==> src/rtl/msx_audio_pkg.sv <==
// Shared constants, FSM state type and accumulator sizing for the MSX audio mixer.
package msx_audio_pkg;

    localparam int unsigned FRAC_BITS  = 3;
    localparam int unsigned GAIN_UNITY = 8;

    typedef enum logic [1:0] {
        IDLE  = 2'd0,
        ACCUM = 2'd1,
        SAT   = 2'd2
    } mix_state_t;

    // Worst-case sum of NUM_CH products of an (IN_W+1)-bit sample and a GAIN_W-bit gain.
    function automatic int unsigned acc_width(input int unsigned in_w,
                                              input int unsigned gain_w,
                                              input int unsigned num_ch);
        return in_w + gain_w + 1 + $clog2(num_ch);
    endfunction

endpackage

==> src/rtl/msx_sat_clip.sv <==
// Combinational arithmetic right shift followed by signed saturation to OUT_W bits.
module msx_sat_clip #(
    parameter int unsigned IN_W  = 24,
    parameter int unsigned OUT_W = 16,
    parameter int unsigned SHIFT = 3
) (
    input  logic signed [IN_W-1:0]  acc,
    output logic        [OUT_W-1:0] sat_c,
    output logic                    clip_c
);

    localparam logic signed [IN_W-1:0] MAX_V = IN_W'((64'sd1 <<< (OUT_W - 1)) - 64'sd1);
    localparam logic signed [IN_W-1:0] MIN_V = IN_W'(-(64'sd1 <<< (OUT_W - 1)));

    logic signed [IN_W-1:0] res;

    always_comb begin
        res    = acc >>> SHIFT;
        sat_c  = res[OUT_W-1:0];
        clip_c = 1'b0;
        if (res > MAX_V) begin
            sat_c  = MAX_V[OUT_W-1:0];
            clip_c = 1'b1;
        end else if (res < MIN_V) begin
            sat_c  = MIN_V[OUT_W-1:0];
            clip_c = 1'b1;
        end
    end

endmodule

==> src/rtl/msx_audio_mixer.sv <==
// N-channel audio mixer: snapshot on sample_en, serial per-channel gain MAC,
// then shift/saturate into a registered signed output with a one-cycle valid.
module msx_audio_mixer
    import msx_audio_pkg::*;
#(
    parameter int unsigned NUM_CH = 4,
    parameter int unsigned IN_W   = 16,
    parameter int unsigned GAIN_W = 5,
    parameter int unsigned OUT_W  = 16
) (
    input  logic                       clk,
    input  logic                       reset_n,
    input  logic                       sample_en,
    input  logic [NUM_CH*IN_W-1:0]     ch_in,
    input  logic [NUM_CH-1:0]          ch_signed,
    input  logic [NUM_CH*GAIN_W-1:0]   ch_gain,
    input  logic                       clip_clr,
    output logic [OUT_W-1:0]           audio_out,
    output logic                       audio_valid,
    output logic                       busy,
    output logic                       clip,
    output logic                       overrun
);

    localparam int unsigned ACC_W  = acc_width(IN_W, GAIN_W, NUM_CH);
    localparam int unsigned IDX_W  = (NUM_CH > 1) ? $clog2(NUM_CH) : 1;
    localparam int unsigned PROD_W = IN_W + GAIN_W + 2;

    mix_state_t              state;
    logic [IDX_W-1:0]        idx;
    logic signed [ACC_W-1:0] acc;
    logic [IN_W-1:0]         snap_s [NUM_CH];
    logic [GAIN_W-1:0]       snap_g [NUM_CH];
    logic [NUM_CH-1:0]       snap_sg;

    logic signed [IN_W:0]    samp_x_c;
    logic signed [GAIN_W:0]  gain_x_c;
    logic signed [PROD_W-1:0] prod_c;
    logic [OUT_W-1:0]        sat_c;
    logic                    clip_c;

    // Current channel product: sample extended per its signedness, gain always unsigned.
    always_comb begin
        samp_x_c = snap_sg[idx] ? $signed({snap_s[idx][IN_W-1], snap_s[idx]})
                                : $signed({1'b0, snap_s[idx]});
        gain_x_c = $signed({1'b0, snap_g[idx]});
        prod_c   = PROD_W'(samp_x_c) * PROD_W'(gain_x_c);
    end

    msx_sat_clip #(
        .IN_W  (ACC_W),
        .OUT_W (OUT_W),
        .SHIFT (FRAC_BITS)
    ) u_sat (
        .acc    (acc),
        .sat_c  (sat_c),
        .clip_c (clip_c)
    );

    always_ff @(posedge clk or negedge reset_n) begin
        if (!reset_n) begin
            state       <= IDLE;
            idx         <= '0;
            acc         <= '0;
            snap_sg     <= '0;
            audio_out   <= '0;
            audio_valid <= 1'b0;
            busy        <= 1'b0;
            clip        <= 1'b0;
            overrun     <= 1'b0;
            for (int k = 0; k < NUM_CH; k++) begin
                snap_s[k] <= '0;
                snap_g[k] <= '0;
            end
        end else begin
            audio_valid <= 1'b0;

            // Sticky flags: clear wins over a same-cycle set.
            if (clip_clr)
                clip <= 1'b0;
            else if (state == SAT && clip_c)
                clip <= 1'b1;

            if (clip_clr)
                overrun <= 1'b0;
            else if (sample_en && state != IDLE)
                overrun <= 1'b1;

            case (state)
                IDLE: begin
                    if (sample_en) begin
                        for (int k = 0; k < NUM_CH; k++) begin
                            snap_s[k] <= ch_in[k*IN_W +: IN_W];
                            snap_g[k] <= ch_gain[k*GAIN_W +: GAIN_W];
                        end
                        snap_sg <= ch_signed;
                        acc     <= '0;
                        idx     <= '0;
                        busy    <= 1'b1;
                        state   <= ACCUM;
                    end
                end
                ACCUM: begin
                    acc <= acc + ACC_W'(prod_c);
                    idx <= idx + IDX_W'(1);
                    if (idx == IDX_W'(NUM_CH - 1))
                        state <= SAT;
                end
                SAT: begin
                    audio_out   <= sat_c;
                    audio_valid <= 1'b1;
                    busy        <= 1'b0;
                    state       <= IDLE;
                end
                default: state <= IDLE;
            endcase
        end
    end

endmodule
==> config.mk <==
export PLATFORM = sky130hd
export DESIGN_NAME = msx_audio_mixer
export DESIGN_NICKNAME = d
export VERILOG_FILES = /design/src/rtl/msx_audio_pkg.sv /design/src/rtl/msx_sat_clip.sv /design/src/rtl/msx_audio_mixer.sv
export SDC_FILE = /design/constraint.sdc
export NUM_CORES = 1
export LEC_CHECK = 0
export CORE_MARGIN = 8
export CORE_UTILIZATION = 55
export CTS_CLUSTER_SIZE = 12
export DETAILED_ROUTE_END_ITERATION = 6
export PLACE_DENSITY = 0.81
export SLEW_MARGIN = 10
export SYNTH_ARGS = -nofsm -noshare
export SYNTH_HDL_FRONTEND = slang
export SYNTH_SLANG_ARGS = --single-unit
==> constraint.sdc <==
create_clock -name clk -period 9.2 [get_ports clk]
set_input_delay 1.38 -clock clk [delete_from_list [all_inputs] [get_ports clk]]
set_output_delay 1.38 -clock clk [all_outputs]
set_load 0.05 [all_outputs]
; ---- Word-level counts from Yosys, hierarchy flattened
; Index checks and enable logic that the tools add are counted.
[totals]
reg_bits = 136
inputBits = 92
out_inout_bits = 20
[classes]
addsub = 2
n_mul = 1
order_cmp = 4
eq_ne = 5
n_mux = 27
bitwise = 1
reduce_logical = 12
[ops]
columns = op, count
row1 = 2-to-1 mux 16 bit, 4
row2 = one-hot mux 24 bit (2 select lines), 1
row3 = binary-select mux 16 bit (select 2 bit), 1
row4 = adder 24 x 23 -> 24 bit, 1
row5 = 2-to-1 mux 24 bit, 1
row6 = multiplier 17 x 6 -> 23 bit, 1
row7 = greater-than comparator 21 x 16 -> 1 bit (second input constant), 1
row8 = less-than comparator 21 x 16 -> 1 bit (second input constant), 1
row9 = 2-to-1 mux 17 bit, 1
row10 = binary-select mux 5 bit (select 2 bit), 1
row11 = 2-to-1 mux 5 bit, 2
row12 = nonzero test 2 bit, 5
row13 = 2-to-1 mux 1 bit, 9
row14 = one-hot mux 2 bit (2 select lines), 2
row15 = AND reduction 2 bit, 4
row16 = 2-to-1 mux 2 bit, 3
row17 = == test 2 bit (second input constant), 2
row18 = inequality test 2 bit (second input constant), 2
row19 = >= comparator 3 bit (second input constant), 1
row20 = less-than comparator 2 x 3 -> 1 bit (second input constant), 1
row21 = NOT 2 -> 3 bit, 1
row22 = adder 2 x 1 -> 2 bit (second input constant), 1
row23 = binary-select mux 1 bit (select 2 bit), 1
row24 = == test 2 x 1 -> 1 bit (second input constant), 1
row25 = 3 further kinds, 4

; ---- Depth between registers and ports, before layout
[depth]
word_depth = 8
ltp_mapped = 22
depth_no_buf = 18

; ---- By module
; Synthesis repeated with hierarchy kept, for this count alone.
[unflattened]
hier_cells = 1040
hier_area_um2 = 9719.3
[by_module_without_submodules]
columns = module, n_inst, cells_per_inst, area_per_inst_um2, seq_area_each_um2
row1 = msx_audio_mixer, 1, 1013, 9510.4, 3403.3
row2 = msx_sat_clip, 1, 27, 209.0, 0.0

; ---- Worst setup path after synthesis
; No wires, ideal clock.
[synth_timing]
path_kind = reg2reg
from = register idx[0]
to = register acc[19]
setup_time_ns = 0.126
arrival_ns = 5.578
required_ns = 9.074
path_slack_ns = 3.497
stages_incl_launch_ff = 22
path_buffers = 3
synth_period_minus_slack_ns = 5.703
path_cell_list = dfrtp_1 > buf_2 > buf_4 > buf_2 > mux4_2 > and2_1 > fa_1 > inv_1 > fa_1 > inv_1 > fa_1 > inv_1 > fa_1 > inv_1 > ha_1 > o211ai_2 > a21oi_1 > a211o_1 > o311a_4 > a21boi_2 > mux2i_1 > nand2_1
[synth_between]
elab_chain_cells = 8
word_cells_on_any_way = 13
[synth_rtl]
columns = element, line
row1 = start: declaration, msx_audio_mixer.sv:30  ; logic [IDX_W-1:0] idx;
row2 = start signal: assignment, msx_audio_mixer.sv:105  ; idx <= idx + IDX_W'(1);
row3 = NOT 2 -> 3 bit (implied by the code), "msx_audio_mixer.sv:44, msx_audio_mixer.sv:45, msx_audio_mixer.sv:46"
row4 = binary-select mux 16 bit (select 2 bit), "msx_audio_mixer.sv:44, msx_audio_mixer.sv:45"
row5 = 2-to-1 mux 16 bit (implied by the code) (2 in a row), "msx_audio_mixer.sv:44, msx_audio_mixer.sv:45"
row6 = 2-to-1 mux 17 bit, msx_audio_mixer.sv:44  ; samp_x_c = snap_sg[idx] ? $signed({snap_s[idx][IN_W-1], snap_s[idx]})
row7 = multiplier 17 x 6 -> 23 bit *, msx_audio_mixer.sv:47  ; prod_c = PROD_W'(samp_x_c) * PROD_W'(gain_x_c);
row8 = adder 24 x 23 -> 24 bit *, msx_audio_mixer.sv:104  ; acc <= acc + ACC_W'(prod_c);
row9 = one-hot mux 24 bit (2 select lines) *, msx_audio_mixer.sv:89  ; case (state)
row10 = end signal: assignment, msx_audio_mixer.sv:104
row11 = end: declaration, msx_audio_mixer.sv:31  ; logic signed [ACC_W-1:0] acc;
; Every way passes the cells marked *; elsewhere a longest branch is shown, timed or not. The select of a mux whose other input is x is not followed.
; A chain may end at the register's enable or synchronous reset.

; ---- Worst setup path in the final report
[layout_timing]
from = register idx[1]
to = register acc[16]
; Same word-level chain as after synthesis.

==> results.toml <==
[outcome]
status = "finished, final reports clean"

[sta]
period_share = 0.6598
worst_pin_slew_ns = 1.098
drv_slew = 0
fin_worst_skew_ns = 0.01396
post-route-min-period_ns = 6.070
finalSetupTns_ns = 0
slew_headroom = 0.2680
fmax_mhz = 164.7
rsz0062_at_grt = "no"
hold_viol_final = 0
final-setup-viol-count = 0

[clock_network]
cts_tree = "built"
cts_sinks = 136
post-cts-setup-buffers = 0
cts_made_buffers = 17
clk_latency_ns = 0.43
ctsResizeCount = 0
cts_buffer_depth = 2
htree_levels = 4
cts_root_buf = "clkbuf_16"
clkTransAtPathRegs_ns = 0.06
hold_buffers = 0

[global_routing]
grt_pass1_vias = 6827
grt_pass1_wl_um = 34110
use_met2 = 0.3023
grt_max_degree = 79
grt-ovfl-total = 0
grt_use_met1 = 0.2642
antenna_found_initial = 0
busiest_layer = "met2"
grt_use_met3 = 0.04645
grt_usage = 0.1951

[floorplanning]
die_h_um = 147.1
core_sq_mm = 0.01706
io_pins = 112
rows = 48
die_w_um = 147.1
start_util = 0.5544
dieArea_sq_mm = 0.02164

[finish]
nFillCells = 1271
syn_to_final_growth_pct = 19.62
multiInputGateArea_sq_mm = 0.005468
nets = 1165
antennaDiodeCount = 0
drive_above_1_share = 0.1613
ff_latch_area_sq_mm = 0.003403

[placement]
io_buffers = 111
dp_hpwl_um = 14990
place_congestion = 0.9200

[synthesis]
netlist.area_leader.share = 0.3599
netlist_top_cells_area = "dfrtp_1 (36%), fa_1 (15%), mux2_2 (11%)"
synth.most_common_cell = "dfrtp_1"
synth-seq-area-share = 0.3599
syn_inst = 848
ys.flop_type = "dfrtp_1"
synthesis.nets = 1063
yosysWarnings = 0
synth_edf_count = 0
async_reset_ff_frac = 1.000
ys_ff_latch = 136
netlist_area_sq_mm = 0.009455
synthTopCellsByCount = "dfrtp_1 (136), inv_1 (119), mux2_2 (89), and2_1 (77), fa_1 (73)"
syn_avg_cell_area_sq_um = 11.15
synth_cell_type_count = 48
synth_area_leader_cell = "dfrtp_1"

[drt]
vias = 6390
routedWlPerCell_um = 16.80
drt_first_iter_violations = 376
drt-vias-per-instance = 5.388
wl_um = 19920
firstDrtPassIters = 7
drc = 0
final_antenna_net_count = 0

[critical_path]
critPathKind = "reg -> reg"
cp_max_fo = 24
start_kind = "flip-flop"
critPathArrivalTime_ns = 6.37
critPathCaptureType = "flip-flop"
required_ns = 9.50

[run]
max-cap-violations = 0

[worst_hold_path]
hold_path_class = "reg -> reg"
metal layers:
layer / part of all wire / vias up
li1: - / 3026
met1: 0.46 / 3161
met4: 0.017 / 0
met3: 0.053 / 35
met5: 0 / -
met2: 0.47 / 168
worst max-delay path, stage by stage (launching register included):
cell and delay [ns]:
dfrtp_1 1.07, mux4_2 0.58, and2_1 0.22, fa_1 0.56, fa_1 0.46, fa_1 0.54, inv_1 0.05, fa_1 0.50
inv_1 0.04, ha_1 0.38, and4_4 0.23, a221oi_2 0.23, o21ai_1 0.12, o21a_1 0.29, a311oi_1 0.37, xor2_1 0.21
o21ai_1 0.07
per-stage QoR:
step / setup WS (ns) / utilization / cell area (sq um) / instances / hold slack (ns)
floorplan: 3.497 / - / 9455 / 848 / 0.4556
global placement: 3.328 / 0.6306 / 10760 / 1156 / 0.4652
detailed placement: 3.200 / 0.6306 / 10760 / 1156 / 0.4710
CTS: 3.192 / 0.6631 / 11310 / 1186 / 0.4836
global route: 2.936 / 0.6631 / 11310 / 1186 / 0.5110
finish: 3.130 / 0.6631 / 11310 / 1186 / 0.4766
sequential cells by signal, indices dropped and copies added (netlist names):
name,cells
clip,1
busy,1
acc,24
idx,2
snap_sg,4
audio_out,16
snap_g,20
audio_valid,1
overrun,1
snap_s,64
state,2
path summary, 6_finish.rpt:
kind | slack (ns) | cells after the start | from | to
max | 3.13 | 16 | idx[1] | acc[16]
min | 0.48 | 2 | audio_out[12] | audio_out[12]
max reg2reg | 3.13 | 16 | idx[1] | acc[16]
min reg2reg | 0.48 | 2 | audio_out[12] | audio_out[12]
max in group asynchronous | 6.99 | 2 | reset_n | snap_s[53]
min in group asynchronous | 1.00 | 1 | reset_n | acc[19]
placed cells by master (no fill, tap or decap), types with 4 or more instances in the layout:
cell             count
mux2_2              89
clkbuf_16           17
and2_1              77
dfrtp_1            136
nand2b_1             6
a21oi_1             34
nand2_1             67
o21ai_1             26
a21o_1               7
nor2_1              16
clkdlybuf4s50_1    110
o21ai_0             14
xor2_1              14
a31oi_1              4
ha_1                50
buf_4                6
o22ai_1              9
nand4_1              4
mux4_2              22
xnor2_1              8
nor3_1               4
fa_1                73
inv_1              119
cell type report:
type,count,share of cell area
Inverter,119,0.03949
Timing Repair Buffer,117,0.1023
Sequential cell,136,0.3009
Clock buffer,20,0.04038
Multi-Input combinational cell,559,0.4834
Tap cell,225,0.02489
Clock inverter,10,0.008628
cell families (layout without fill, tap and decap cells):
kind of cell | Yosys count | in the layout | share of synthesized area
and+or+nand+nor | 185 | 185 | 0.1004
buffers and inverters | 153 | 266 | 0.06233
DFF | 136 | 136 | 0.3599
adders and majority gates | 123 | 123 | 0.2207
AOI/OAI and AO/OA | 117 | 117 | 0.07675
muxes | 112 | 112 | 0.1595
xor gates and xnor gates | 22 | 22 | 0.02038
Power is left out: the tool's default activity adds up to more than one toggle a clock period on the data nets, which glitch-free logic cannot reach.
